## src/rtl/snake_io_frontend.sv

```systemverilog
// snake_io_frontend
// Board-facing front end for the Snake game: free-running tick strobes,
// five button debouncers producing one-cycle press pulses, and a 640x480
// VGA renderer that draws walls, snake pieces and food from the grid state.
// Build macro BORDER_DRAW_EN: when defined, wall cells render 0x92; when
// undefined, wall cells fall through to background.
module snake_io_frontend #(
   parameter int GRID_WIDTH      = 40,
   parameter int GRID_HEIGHT     = 30,
   parameter int NUM_PIECES      = 16,
   parameter int BLOCK_PX        = 16,
   parameter int CLK_PER_PIXEL   = 4,
   parameter int GAME_DIV        = 12500000,
   parameter int FAST_DIV        = 100000,
   parameter int DEBOUNCE_CYCLES = 1000000,
   localparam int YB = $clog2(GRID_HEIGHT),
   localparam int XB = $clog2(GRID_WIDTH)
) (
   input  logic                   Clock,
   input  logic                   Reset,
   input  logic                   ButtonLeft,
   input  logic                   ButtonRight,
   input  logic                   ButtonUp,
   input  logic                   ButtonDown,
   input  logic                   ButtonCenter,
   output logic                   LeftPressed,
   output logic                   RightPressed,
   output logic                   UpPressed,
   output logic                   DownPressed,
   output logic                   CenterPressed,
   output logic                   GameTick,
   output logic                   FastTick,
   input  logic [YB*NUM_PIECES-1:0] packSnakeY,
   input  logic [XB*NUM_PIECES-1:0] packSnakeX,
   input  logic [YB-1:0]          foodY,
   input  logic [XB-1:0]          foodX,
   output logic [0:7]             RGB,
   output logic                   HSync,
   output logic                   VSync
);

   localparam int GW = (GAME_DIV > 1) ? $clog2(GAME_DIV) : 1;
   localparam int FW = (FAST_DIV > 1) ? $clog2(FAST_DIV) : 1;
   localparam int DW = (DEBOUNCE_CYCLES > 1) ? $clog2(DEBOUNCE_CYCLES) : 1;
   localparam int PW = (CLK_PER_PIXEL > 1) ? $clog2(CLK_PER_PIXEL) : 1;

   // 640x480@60 timing, in pixels and lines
   localparam int H_VISIBLE    = 640;
   localparam int H_SYNC_START = 656;
   localparam int H_SYNC_END   = 751;
   localparam int H_TOTAL      = 800;
   localparam int V_VISIBLE    = 480;
   localparam int V_SYNC_START = 490;
   localparam int V_SYNC_END   = 491;
   localparam int V_TOTAL      = 525;

   // ---------------- tick generators ----------------
   logic [GW-1:0] game_cnt_q, game_cnt_d;
   logic [FW-1:0] fast_cnt_q, fast_cnt_d;
   logic          game_tick_q, game_tick_d;
   logic          fast_tick_q, fast_tick_d;

   // Strobe is registered on the wrap edge, so it lands on cycle DIV after reset
   always_comb begin
      game_tick_d = (game_cnt_q == GW'(GAME_DIV - 1));
      game_cnt_d  = game_tick_d ? '0 : game_cnt_q + 1'b1;
      fast_tick_d = (fast_cnt_q == FW'(FAST_DIV - 1));
      fast_cnt_d  = fast_tick_d ? '0 : fast_cnt_q + 1'b1;
   end

   // Tick counter and strobe registers
   always_ff @(posedge Clock) begin
      if (Reset) begin
         game_cnt_q  <= '0;
         fast_cnt_q  <= '0;
         game_tick_q <= 1'b0;
         fast_tick_q <= 1'b0;
      end else begin
         game_cnt_q  <= game_cnt_d;
         fast_cnt_q  <= fast_cnt_d;
         game_tick_q <= game_tick_d;
         fast_tick_q <= fast_tick_d;
      end
   end

   assign GameTick = game_tick_q;
   assign FastTick = fast_tick_q;

   // ---------------- debouncers ----------------
   // bit order: 0 left, 1 right, 2 up, 3 down, 4 center
   logic [4:0]    btn_raw;
   logic [4:0]    sync1_q, sync2_q;
   logic [4:0]    stable_q, stable_d;
   logic [4:0]    press_q, press_d;
   logic [DW-1:0] deb_cnt_q [5];
   logic [DW-1:0] deb_cnt_d [5];

   assign btn_raw = {ButtonCenter, ButtonDown, ButtonUp, ButtonRight, ButtonLeft};

   // Count consecutive disagreeing samples; accept the new level after DEBOUNCE_CYCLES of them
   always_comb begin
      stable_d = stable_q;
      press_d  = '0;
      for (int b = 0; b < 5; b++) begin
         deb_cnt_d[b] = deb_cnt_q[b];
         if (sync2_q[b] == stable_q[b]) begin
            deb_cnt_d[b] = '0;
         end else if (deb_cnt_q[b] == DW'(DEBOUNCE_CYCLES - 1)) begin
            deb_cnt_d[b] = '0;
            stable_d[b]  = sync2_q[b];
            press_d[b]   = sync2_q[b];
         end else begin
            deb_cnt_d[b] = deb_cnt_q[b] + 1'b1;
         end
      end
   end

   // Synchronizer, stable level, counter and press pulse registers
   always_ff @(posedge Clock) begin
      if (Reset) begin
         sync1_q  <= '0;
         sync2_q  <= '0;
         stable_q <= '0;
         press_q  <= '0;
         for (int b = 0; b < 5; b++) deb_cnt_q[b] <= '0;
      end else begin
         sync1_q  <= btn_raw;
         sync2_q  <= sync1_q;
         stable_q <= stable_d;
         press_q  <= press_d;
         for (int b = 0; b < 5; b++) deb_cnt_q[b] <= deb_cnt_d[b];
      end
   end

   assign LeftPressed   = press_q[0];
   assign RightPressed  = press_q[1];
   assign UpPressed     = press_q[2];
   assign DownPressed   = press_q[3];
   assign CenterPressed = press_q[4];

   // ---------------- VGA timing and pixel colour ----------------
   logic [PW-1:0] pdiv_q, pdiv_d;
   logic          pix_en;
   logic [9:0]    h_q, h_d, v_q, v_d;
   logic [0:7]    rgb_q, rgb_d;
   logic          hs_q, hs_d, vs_q, vs_d;

   // Pixel enable divider and raster position advance
   always_comb begin
      pix_en = (pdiv_q == PW'(CLK_PER_PIXEL - 1));
      pdiv_d = pix_en ? '0 : pdiv_q + 1'b1;
      h_d    = h_q;
      v_d    = v_q;
      if (pix_en) begin
         if (h_q == 10'(H_TOTAL - 1)) begin
            h_d = '0;
            v_d = (v_q == 10'(V_TOTAL - 1)) ? '0 : v_q + 1'b1;
         end else begin
            h_d = h_q + 1'b1;
         end
      end
   end

   logic [9:0] cx, cy, piece_x, piece_y;
   logic       head_hit, body_hit, food_hit, wall_hit, in_grid, visible;

   // Colour of the current raster position: head > body > food > wall > background
   always_comb begin
      cx       = h_q / 10'(BLOCK_PX);
      cy       = v_q / 10'(BLOCK_PX);
      head_hit = 1'b0;
      body_hit = 1'b0;
      piece_x  = '0;
      piece_y  = '0;
      for (int i = 0; i < NUM_PIECES; i++) begin
         piece_x = 10'(packSnakeX[i*XB +: XB]);
         piece_y = 10'(packSnakeY[i*YB +: YB]);
         // a piece parked at (0,0) is unused
         if ((piece_x != '0 || piece_y != '0) && piece_x == cx && piece_y == cy) begin
            if (i == 0) head_hit = 1'b1;
            else        body_hit = 1'b1;
         end
      end
      food_hit = (10'(foodX) == cx) && (10'(foodY) == cy);
`ifdef BORDER_DRAW_EN
      wall_hit = (cx == '0) || (cx == 10'(GRID_WIDTH - 1)) ||
                 (cy == '0) || (cy == 10'(GRID_HEIGHT - 1));
`else
      wall_hit = 1'b0;
`endif
      in_grid  = (cx < 10'(GRID_WIDTH)) && (cy < 10'(GRID_HEIGHT));
      visible  = (h_q < 10'(H_VISIBLE)) && (v_q < 10'(V_VISIBLE));
      rgb_d    = 8'h00;
      if (visible && in_grid) begin
         if (head_hit)      rgb_d = 8'hFC;
         else if (body_hit) rgb_d = 8'h1C;
         else if (food_hit) rgb_d = 8'hE0;
         else if (wall_hit) rgb_d = 8'h92;
      end
      hs_d = !((h_q >= 10'(H_SYNC_START)) && (h_q <= 10'(H_SYNC_END)));
      vs_d = !((v_q >= 10'(V_SYNC_START)) && (v_q <= 10'(V_SYNC_END)));
   end

   // Raster counters plus colour and syncs registered together on pixel enable
   always_ff @(posedge Clock) begin
      if (Reset) begin
         pdiv_q <= '0;
         h_q    <= '0;
         v_q    <= '0;
         rgb_q  <= 8'h00;
         hs_q   <= 1'b1;
         vs_q   <= 1'b1;
      end else begin
         pdiv_q <= pdiv_d;
         h_q    <= h_d;
         v_q    <= v_d;
         if (pix_en) begin
            rgb_q <= rgb_d;
            hs_q  <= hs_d;
            vs_q  <= vs_d;
         end
      end
   end

   assign RGB   = rgb_q;
   assign HSync = hs_q;
   assign VSync = vs_q;

endmodule

```

## config.mk

```make
export PLATFORM = sky130hd
export DESIGN_NAME = snake_io_frontend
export DESIGN_NICKNAME = d
export VERILOG_FILES = /design/src/rtl/snake_io_frontend.sv
export SDC_FILE = /design/constraint.sdc
export NUM_CORES = 1
export LEC_CHECK = 0
export ABC_AREA = 1
export BUFFER_PORTS_ARGS = -buffer_cell sky130_fd_sc_hd__buf_2
export CORE_MARGIN = 3
export CORE_UTILIZATION = 45
export CTS_CLUSTER_DIAMETER = 40
export CTS_CLUSTER_SIZE = 12
export DETAILED_ROUTE_END_ITERATION = 10
export MAX_ROUTING_LAYER = met4
export PLACE_DENSITY = 0.66
export SLEW_MARGIN = 20
export SYNTH_ARGS = -nofsm -noshare
export SYNTH_HDL_FRONTEND = slang
export SYNTH_SLANG_ARGS = --single-unit
```

## constraint.sdc

```tcl
create_clock -name Clock -period 3.6 [get_ports Clock]
set_input_delay 0.9 -clock Clock [delete_from_list [all_inputs] [get_ports Clock]]
set_output_delay 0.9 -clock Clock [all_outputs]
set_load 0.1 [all_outputs]
```

==> qor.csv, run 1 <==
stage,metric,value,unit
clocking,CTS Buffer Depth,2,
placement,RD Place Congestion,0.984,
global_routing,GR Util met3,0.0409,
clocking,Skew-Pair Late Insertion Delay,0.43,ns
placement,DP HPWL,26900,um
global_routing,GR peak layer,met2,
floorplanning,Core Box Area,27000,sq um
setup_path,crit path kind,flop to flop,
floorplanning,num rows,60,
setup_path,Worst Setup End Kind,flop,
logic_synthesis,sequential area share after synthesis,0.305,
pwr,VDD IR max,0.000262,V
pwr,Flop pwr share,0.466,
timing,endpoints failing setup,0,
logic_synthesis,Synth top area share,0.305,
pwr,total power,4540,uW
routing,drt wl/cell,13.9,um
logic_synthesis,synthesized instance count,2070,
timing,clk_skew,0.0132,ns
finish,"commonest non-fill, non-tap cell in the layout",nand2_1,
pwr,power share of the combinational group,0.094,
floorplanning,Die H,172,um
routing,DRC Markers,0,
routing,Via Count,13100,
timing,RSZ-0062 raised after global routing,no,
setup_path,CP Data Required Time,3.96,ns
global_routing,initial antenna violation count,5,
timing,Tmin final,2.89,ns
setup_path,"Largest delay share family, worst path",flip-flops,
timing,Tightest Pin Transition,1.16,ns
setup_path,crit path buf inv count,2,
logic_synthesis,Synth Flop Type,dfxtp_1,
finish,synth-to-layout area growth,14.9,%
finish,most frequent cells in the layout,"nand2_1 (595), nor2_1 (416), inv_1 (279)",
finish,Post-layout nets,2456,
global_routing,routing usage on met2,0.393,
floorplanning,Die X-Extent,172,um
clocking,CTS clock-pin slew for the worst setup and hold paths,0.08,ns
pwr,static leakage,0.00670,uW
clocking,CTS buffer count,17,
logic_synthesis,Yosys reg bits,189,
placement,I/O Buffers,208,
logic_synthesis,number of flops mapped to enable cells by yosys,0,
timing,fin. max-slew vios,0,
placement,dpl cell area,13600,sq um
global_routing,grt total ovfl,0,
routing,TritonRoute pass-1 iters,5,
global_routing,met1 Use GR,0.318,
finish,design area,14300,sq um
global_routing,first-pass GRT wire length,56500,um
routing,vias per cell,5.00,
min_path,Hold Crit Class,flop to flop,
global_routing,Overall Global Routing Usage,0.244,
floorplanning,Die Area,29600,sq um
routing,Antenna Violating Nets Remaining,0,
flow_run,max-cap viol count,0,
pwr,sw frac,0.260,
setup_path,Arrival @ worst endpoint,3.24,ns
floorplanning,Initial Util,0.460,
pwr,Power Density,318,nW/um^2
setup_path,Worst path max stage delay,1.09,ns
setup_path,critical-path cell list,inv_2 -> nand4_1 -> nor4_4 -> nor2_1 -> inv_1 -> nand2_1 -> o21ai_0 -> a31oi_1,
floorplanning,I/O Pins,211,
global_routing,largest net degree at the start of global routing,28,
timing,Final Hold Fails,0,
logic_synthesis,Netlist cell types,50,
setup_path,Critical Path Fanout Max,21,
pwr,clock share of power,0.441,
timing,f_max,346,MHz
clocking,CTS resizes,0,
clocking,postcts setup bufs,0,
timing,Final Cycle Share,0.802,
setup_path,critical path launch point type,flop,
logic_synthesis,Synth Area per Inst,6.00,sq um
routing,Routed Wire Length,36200,um
finish,share of layout cells above drive strength 1,0.137,
logic_synthesis,Yosys top cell by area,dfxtp_1,
routing,1st-iter DRT viols,947,
logic_synthesis,warnings from Yosys,0,
pwr,NetSw,1180,uW
timing,Slew Limit Headroom,0.224,
clocking,Sink Count,189,
global_routing,vias in the first global route,11700,
clocking,Clock H-tree levels,4,
clocking,clock root buffer,clkbuf_16,
timing,Setup TNS,0,ns
pwr,internal power consumption,3360,uW
logic_synthesis,mapped cell area,12400,sq um
logic_synthesis,Synth area leaders,"dfxtp_1 (30%), nand2_1 (18%), nor2_1 (13%), inv_1 (8.4%), xor2_1 (3.2%)",
clocking,CTS Hold Bufs,0,
run_status,status,finished clean,
logic_synthesis,Post-synth ARST share,0,
clocking,CTS tree,built,
setup_path,highest-delay cell along the critical path,dfxtp_1,
-- per-layer routing --
metal	share of wire	wire length [um]	vias up
met5	0	0	-
met4	0.021	773	0
met3	0.064	2310	55
met2	0.46	16600	386
met1	0.46	16600	5827
li1	-	-	6782
-- power by group through the flow --
stage | registers [uW] | logic [uW] | clock network, uW
global route | 2120 | 481 | 2130
detailed placement | 2160 | 418 | 0
CTS | 2110 | 421 | 2040
floorplan | 2160 | 217 | 0
global placement | 2160 | 415 | 0
finish | 2110 | 425 | 2000
-- sequential cells by signal (all words and copies together) (netlist names), 2 cells and up --
register    count
RGB             2
deb_cnt_q     100
fast_cnt_q     17
game_cnt_q     24
h_q            10
pdiv_q          2
press_q         5
stable_q        5
sync1_q         5
sync2_q         5
v_q            10
-- cell usage after synthesis (2+ instances only) --
library cell / instances
nand2_2: 2
nand3b_1: 3
clkbuf_1: 7
nand4_1: 45
o21ai_1: 9
nand2_1: 595
inv_2: 11
and3_1: 4
nand3_2: 2
a31oi_1: 6
xor2_1: 45
nor4_1: 14
a21oi_1: 65
nand3b_4: 2
o21a_1: 6
o22ai_1: 2
ha_1: 12
nor3_2: 10
a211oi_1: 3
dfxtp_1: 189
buf_2: 32
nor2_2: 11
nor3_4: 2
nor2_4: 5
buf_6: 5
nor2_1: 416
inv_1: 279
nor3b_1: 23
nor4_4: 2
xnor2_1: 28
o21ai_0: 63
nor3_1: 61
nand3_1: 75
buf_4: 13
nand4_2: 2
or2_2: 7
-- path summary, 6_finish.rpt --
| path | from | endpoint | slack [ns] | cells past startpoint |
|---|---|---|---|---|
| setup / recovery | h_q[7] | v_q[2] | 0.71 | 8 |
| hold / removal | sync1_q[1] | sync2_q[1] | 0.40 | 2 |
| setup reg to reg | h_q[7] | v_q[2] | 0.71 | 8 |
| hold reg to reg | sync1_q[1] | sync2_q[1] | 0.40 | 2 |
-- worst register-to-register path: cells and delay by family (launching register included) --
family / cells / cell delay [ns]
buf+inv: 2 / 0.67
compound gates: 2 / 0.27
flops: 1 / 1.09
simple gates: 4 / 0.80
-- kinds of logic after synthesis --
kind of cell	share of synthesized area
buffers and inverters	0.116
adder cells (fa/ha/maj)	0.0121
flip-flops	0.305
other	0.000302
AO/OA/AOI/OAI	0.0674
XOR/XNOR	0.0515
AND/OR/NAND/NOR	0.448
-- through the flow --
| step | cells | setup slack [ns] | utilization | hold WS [ns] |
|---|---|---|---|---|
| after detailed placement | 2572 | 0.822 | 0.504 | 0.398 |
| after CTS | 2604 | 0.809 | 0.528 | 0.411 |
| after global routing | 2609 | 0.562 | 0.528 | 0.431 |
| final | 2610 | 0.712 | 0.528 | 0.404 |
| after global placement | 2572 | 0.837 | 0.504 | 0.395 |
| after floorplan | 2071 | 1.31 | - | 0.388 |
-- cell type report --
type / count / area, sq um
fillers: 2696 / 12800
multi-input cells: 1532 / 7200
flip-flops and latches: 189 / 3780
repair buffers: 218 / 1120
inverters: 292 / 1100
clock buffers: 18 / 439
well taps: 341 / 427
clock inverters: 14 / 196
diodes: 6 / 15.0
Power figures use the tool's default switching activity.
==> inputs of run 2 (changes only) <==
--- a/config.mk
+++ b/config.mk
@@ -13,7 +13,7 @@
 export CTS_CLUSTER_SIZE = 12
 export DETAILED_ROUTE_END_ITERATION = 10
 export MAX_ROUTING_LAYER = met4
-export PLACE_DENSITY = 0.66
+export PLACE_DENSITY = 0.69
 export SLEW_MARGIN = 20
 export SYNTH_ARGS = -nofsm -noshare
 export SYNTH_HDL_FRONTEND = slang
==> constraint.sdc (replaced) <==
create_clock -name Clock -period 2.6 [get_ports Clock]
set_input_delay 0.65 -clock Clock [delete_from_list [all_inputs] [get_ports Clock]]
set_output_delay 0.65 -clock Clock [all_outputs]
set_load 0.1 [all_outputs]
==> qor.csv, run 2 (synthesis gave the netlist of run 1 again) <==
stage,metric,value,unit,change
min_path,HP Start,sync1_q[4],,was sync1_q[1]
finish,biggest regs,"deb_cnt_q (100), game_cnt_q (24), fast_cnt_q (17)",,unchanged
routing,drt wl/cell,13.6,um,was 13.9 um
run_status,status,finished clean,,unchanged
setup_path,Critical path origin,h_q[5],,was h_q[7]
pwr,clock share of power,0.446,,was 0.441
routing,Antenna Violating Nets Remaining,0,,unchanged
timing,fin. max-slew vios,0,,unchanged
setup_path,critical path launch point type,flop,,unchanged
placement,I/O Buffers,208,,unchanged
pwr,Flop pwr share,0.461,,was 0.466
timing,worst hold slack,0.401,ns,was 0.404 ns
setup_path,R2R cell count,14,,was 8
placement,RD Place Congestion,0.949,,was 0.984
clocking,CTS Hold Bufs,0,,unchanged
floorplanning,Die Area,29600,sq um,unchanged
global_routing,first-pass GRT wire length,55900,um,was 56500 um
min_path,Worst Hold Depth,2,,unchanged
routing,Via Count,13100,,about the same
timing,RSZ-0062 raised after global routing,no,,unchanged
global_routing,grt total ovfl,0,,unchanged
clocking,Sink Count,189,,unchanged
finish,synth-to-layout area growth,15.8,%,was 14.9%
clocking,CTS tree,built,,unchanged
timing,f_max,464,MHz,was 346 MHz
min_path,Hold Crit Class,flop to flop,,unchanged
timing,Final Hold Fails,0,,unchanged
finish,"commonest non-fill, non-tap cell in the layout",nand2_1,,unchanged
clocking,Skew-Pair Late Insertion Delay,0.42,ns,was 0.43 ns
setup_path,crit-path most repeated cell,nand2_1,,
pwr,NetSw,1460,uW,was 1180 uW
floorplanning,Die X-Extent,172,um,unchanged
setup_path,Critical Path Fanout Max,10,,was 21
routing,Routed Wire Length,35800,um,was 36200 um
timing,Setup TNS,0,ns,unchanged
setup_path,Worst path max stage delay,0.76,ns,was 1.09 ns
floorplanning,Core Box Area,27000,sq um,unchanged
floorplanning,I/O Pins,211,,unchanged
timing,Tmin final,2.15,ns,was 2.89 ns
finish,most frequent cells in the layout,"nand2_1 (595), nor2_1 (416), inv_1 (279)",,unchanged
setup_path,r2r startpoint,h_q[5],,was h_q[7]
setup_path,Worst Setup End Kind,flop,,unchanged
floorplanning,Die H,172,um,unchanged
pwr,power share of the combinational group,0.093,,was 0.094
finish,Largest Register,deb_cnt_q,,unchanged
pwr,internal power consumption,4890,uW,was 3360 uW
global_routing,initial antenna violation count,6,,was 5
min_path,hold endpoint,sync2_q[4],,was sync2_q[1]
clocking,Clock H-tree levels,4,,unchanged
setup_path,Arrival @ worst endpoint,2.47,ns,was 3.24 ns
global_routing,largest net degree at the start of global routing,28,,unchanged
setup_path,r2r endpoint,RGB[3],,was v_q[2]
timing,Tightest Pin Transition,0.691,ns,was 1.16 ns
setup_path,CP Data Required Time,2.91,ns,was 3.96 ns
routing,1st-iter DRT viols,900,,was 947
pwr,sw frac,0.230,,was 0.260
timing,Final Cycle Share,0.828,,was 0.802
clocking,CTS buffer count,17,,unchanged
setup_path,crit path kind,flop to flop,,unchanged
pwr,Power Density,441,nW/um^2,was 318 nW/um^2
clocking,clock root buffer,clkbuf_16,,unchanged
setup_path,"Largest delay share family, worst path",simple AND/OR/NAND/NOR gates,,was flip-flops
clocking,postcts setup bufs,0,,unchanged
timing,Slew Limit Headroom,0.539,,was 0.224
placement,DP HPWL,26800,um,was 26900 um
clocking,CTS resizes,0,,unchanged
pwr,VDD IR max,0.000481,V,was 0.000262 V
setup_path,critical-path cell list,buf_4 -> nand2_1 -> nand2_1 -> nor2_1 -> nand2_1 -> nor2_1 -> nand2_1 -> nand2_1 -> inv_1 -> nand2_1 -> nor2_1 -> nand2_1 -> o21ai_1 -> nand2_1,,was inv_2 -> nand4_1 -> nor4_4 -> nor2_1 -> inv_1 -> nand2_1 -> o21ai_0 -> a31oi_1
flow_run,max-cap viol count,0,,unchanged
global_routing,Overall Global Routing Usage,0.239,,was 0.244
setup_path,FF-to-FF setup slack,0.45,ns,was 0.71 ns
finish,max reg flops,100,,unchanged
global_routing,vias in the first global route,11900,,was 11.7k
clocking,CTS Buffer Depth,2,,unchanged
finish,Fillers,2792,,was 2696
setup_path,crit path buf inv count,2,,unchanged
routing,vias per cell,5.00,,about the same
routing,TritonRoute pass-1 iters,5,,unchanged
routing,DRC Markers,0,,unchanged
timing,clk_skew,0.00849,ns,was 0.0132 ns
setup_path,highest-delay cell along the critical path,dfxtp_1,,unchanged
pwr,static leakage,0.00677,uW,was 0.00670 uW
timing,endpoints failing setup,0,,unchanged
floorplanning,num rows,60,,unchanged
clocking,CTS clock-pin slew for the worst setup and hold paths,0.07,ns,was 0.08 ns
floorplanning,Initial Util,0.460,,unchanged
finish,Post-layout nets,2470,,was 2456
finish,share of layout cells above drive strength 1,0.142,,was 0.137
-- run 2: worst max-delay path by stage --
stage	end	slack (ns)	depth (start not counted)
final	RGB[3]	0.45	14
after global routing	RGB[3]	0.24	13
after global placement	deb_cnt_q[0][62]	0.43	7
after detailed placement	deb_cnt_q[0][62]	0.40	7
after floorplan	RGB[0]	0.56	1
after CTS	RGB[3]	0.43	14
-- run 2: area by class of cell --
type                            count  area (sq um)  area share
Antenna cell                        6          15.0     0.00104
Clock buffer                       18           439      0.0305
Clock inverter                     12           206      0.0143
Inverter                          292          1100      0.0764
Multi-Input combinational cell   1532          7200       0.500
Sequential cell                   189          3780       0.263
Tap cell                          341           427      0.0297
Timing Repair Buffer              232          1220      0.0849
-- run 2: power groups by stage --
stage	registers, uW	clock network [uW]	logic (uW)
final	2930	2830	591
after global placement	2990	0	573
after global routing	2930	2990	665
after detailed placement	2990	0	581
after CTS	2930	2890	585
after floorplan	2990	0	301
-- run 2: stage by stage --
stage	setup slack (ns)	utilization	area, sq um	instances	power, uW
finish	0.447	0.532	14400	2622	6350
global route	0.235	0.532	14400	2622	6590
floorplan	0.559	-	12400	2071	3290
detailed placement	0.397	0.508	13700	2586	3580
global placement	0.435	0.508	13700	2586	3570
CTS	0.431	0.532	14400	2616	6400
-- run 2: per-layer routing --
metal / vias up / GRT usage / wire length (um)
li1: 6798 / - / -
met1: 5841 / 0.295 / 15800
met2: 407 / 0.393 / 16700
met3: 75 / 0.0382 / 2230
met4: 0 / 0.0944 / 1010
met5: - / - / 0
-- run 2: worst register-to-register path, delay by kind of cell, from the launching register on --
kind | cells | cell delay [ns]
simple gates | 11 | 0.82
flops | 1 | 0.76
compound gates | 1 | 0.12
buf+inv | 2 | 0.35
==> inputs of run 3 (changes only) <==
==> constraint.sdc (replaced) <==
create_clock -name Clock -period 1.8 [get_ports Clock]
set_input_delay 0.45 -clock Clock [delete_from_list [all_inputs] [get_ports Clock]]
set_output_delay 0.45 -clock Clock [all_outputs]
set_load 0.1 [all_outputs]
==> qor.csv, run 3 (synthesis gave the netlist of run 1 again) <==
stage,metric,value,unit,change
run_status,status,finished clean,,unchanged
timing,Tightest Pin Transition,0.558,ns,was 0.691 ns
setup_path,Critical path origin,deb_cnt_q[0][1],,was h_q[5]
flow_run,max-cap viol count,0,,unchanged
placement,DP HPWL,28100,um,was 26800 um
global_routing,initial antenna violation count,3,,was 6
clocking,Skew-Pair Late Insertion Delay,0.43,ns,was 0.42 ns
setup_path,Worst Setup End Kind,flop,,unchanged
timing,worst hold slack,0.217,ns,was 0.401 ns
routing,drt wl/cell,14.1,um,was 13.6 um
global_routing,Overall Global Routing Usage,0.246,,was 0.239
timing,RSZ-0062 raised after global routing,yes,,was no
pwr,NetSw,2320,uW,was 1460 uW
routing,Antenna Violating Nets Remaining,0,,unchanged
clocking,CTS Buffer Depth,2,,unchanged
finish,final core occ,0.597,,was 0.532
min_path,HP Start,ButtonCenter,,was sync1_q[4]
pwr,power share of the combinational group,0.105,,was 0.093
floorplanning,Die X-Extent,172,um,unchanged
finish,Post-layout nets,2592,,was 2470
finish,biggest regs,"deb_cnt_q (100), game_cnt_q (24), fast_cnt_q (17)",,unchanged
setup_path,r2r startpoint,deb_cnt_q[0][1],,was h_q[5]
routing,TritonRoute pass-1 iters,7,,was 5
floorplanning,Initial Util,0.460,,unchanged
finish,synth-to-layout area growth,29.9,%,was 15.8%
pwr,static leakage,0.00755,uW,was 0.00677 uW
placement,RD Place Congestion,0.969,,was 0.949
clocking,CTS buffer count,17,,unchanged
timing,fin. max-slew vios,0,,unchanged
finish,Largest Register,deb_cnt_q,,unchanged
pwr,Flop pwr share,0.483,,was 0.461
setup_path,CP Data Required Time,2.11,ns,was 2.91 ns
clocking,clock root buffer,clkbuf_16,,unchanged
pwr,clock share of power,0.413,,was 0.446
pwr,VDD IR max,0.000630,V,was 0.000481 V
floorplanning,num rows,60,,unchanged
clocking,CTS clock-pin slew for the worst setup and hold paths,0.07,ns,about the same
timing,Final Hold Fails,0,,unchanged
routing,vias per cell,5.05,,was 5.00
timing,Slew Limit Headroom,0.624,,was 0.539
setup_path,critical path launch point type,flop,,unchanged
min_path,Hold Crit Class,input port to flop,,was flop to flop
routing,DRC Markers,0,,unchanged
timing,f_max,560,MHz,was 464 MHz
floorplanning,I/O Pins,211,,unchanged
clocking,CTS Hold Bufs,0,,unchanged
global_routing,vias in the first global route,12200,,was 11.9k
global_routing,largest net degree at the start of global routing,21,,was 28
setup_path,crit path kind,flop to flop,,unchanged
finish,max reg flops,100,,unchanged
global_routing,first-pass GRT wire length,57900,um,was 55900 um
global_routing,routing usage on met2,0.397,,was 0.393
placement,I/O Buffers,208,,unchanged
routing,1st-iter DRT viols,1033,,was 900
timing,Tmin final,1.79,ns,was 2.15 ns
floorplanning,Die Area,29600,sq um,unchanged
pwr,internal power consumption,6440,uW,was 4890 uW
routing,Via Count,13900,,was 13.1k
global_routing,met1 Use GR,0.322,,was 0.295
pwr,total power,8760,uW,was 6350 uW
global_routing,GR peak layer,met2,,unchanged
floorplanning,Core Box Area,27000,sq um,unchanged
setup_path,Arrival @ worst endpoint,2.10,ns,was 2.47 ns
clocking,CTS tree,built,,unchanged
routing,Routed Wire Length,38800,um,was 35800 um
finish,"commonest non-fill, non-tap cell in the layout",nand2_1,,unchanged
timing,Setup TNS,0,ns,unchanged
global_routing,grt total ovfl,0,,unchanged
clocking,Sink Count,189,,unchanged
finish,most frequent cells in the layout,"nand2_1 (579), nor2_1 (390), inv_1 (268)",,"was nand2_1 (595), nor2_1 (416), inv_1 (279)"
timing,Final Cycle Share,0.993,,was 0.828
pwr,Power Density,543,nW/um^2,was 441 nW/um^2
timing,endpoints failing setup,0,,unchanged
clocking,Clock H-tree levels,4,,unchanged
setup_path,Critical Path Fanout Max,4,,was 10
finish,share of layout cells above drive strength 1,0.240,,was 0.142
floorplanning,Die H,172,um,unchanged
finish,Fillers,2583,,was 2792
pwr,sw frac,0.265,,was 0.230
global_routing,GR Util met3,0.0309,,was 0.0382
timing,clk_skew,0.00786,ns,was 0.00849 ns
[run 3: cell types whose count changed in the layout (fill, tap and decap cells not counted), moves of 15 or more]
cell	before	now
nand2_1	595	579
nand3_1	75	60
dfxtp_1	189	158
buf_6	0	17
nand2_2	2	17
nor2_1	416	390
dfxtp_2	0	26
buf_12	0	17
buf_4	24	105
[run 3: through the flow]
step           worst slack, ns  instances  instance area [sq um]
2_1_floorplan            0.114       2071                  12400
4_1_cts                0.00183       2696                  15100
6_report                0.0129       2745                  16100
3_5_place_dp            -0.138       2661                  14500
3_3_place_gp            -0.126       2661                  14500
5_1_grt                 -0.165       2743                  16100
[run 3: cell type report]
cell class,count,area (sq um),share of cell area
multi-input combinational,1533,7680,0.476
sequential,189,3830,0.238
timing repair buffer,353,2480,0.154
inverter,292,1120,0.0695
tap,341,427,0.0264
clock buffer,17,425,0.0264
clock inverter,15,154,0.00953
antenna,5,12.5,0.000775
[run 3: power by group through the flow]
stage / Combinational [uW] / Clock [uW] / Sequential (uW)
5_1_grt: 1040 / 3870 / 4230
3_5_place_dp: 869 / 0 / 4330
2_1_floorplan: 434 / 0 / 4320
4_1_cts: 880 / 3710 / 4230
3_3_place_gp: 861 / 0 / 4320
6_report: 918 / 3610 / 4230
[run 3: worst max-delay path, cell delays in order (launching register included)]
cell and delay, ns:
dfxtp_2 0.36, buf_4 0.12, inv_1 0.05, nor3_2 0.21
nand2_1 0.11, nor2_4 0.16, inv_2 0.07, nor3_4 0.15
nand2_2 0.10, nor3_1 0.25, nor3b_2 0.09
[run 3: what timing repair did]
action / in CTS / in global routing
gates cloned: 0 / 6
setup endpoints to repair: 28 / 127
gates resized for setup: 14 / 192
setup buffers: 3 / 39
pin swaps: 1 / 49
[run 3: path summary, 6_finish.rpt]
kind | endpoint | slack (ns) | depth (start not counted)
worst max register to register | deb_cnt_q[0][17] | 0.01 | 10
worst min-delay path | sync1_q[4] | 0.22 | 3
worst min register to register | sync2_q[4] | 0.40 | 2
worst max-delay path | deb_cnt_q[0][17] | 0.01 | 10
[run 3: per-layer routing]
metal,share of wire,up-vias
met5,0,-
met4,0.027,0
met3,0.073,88
met2,0.47,530
met1,0.43,6173
li1,-,7068
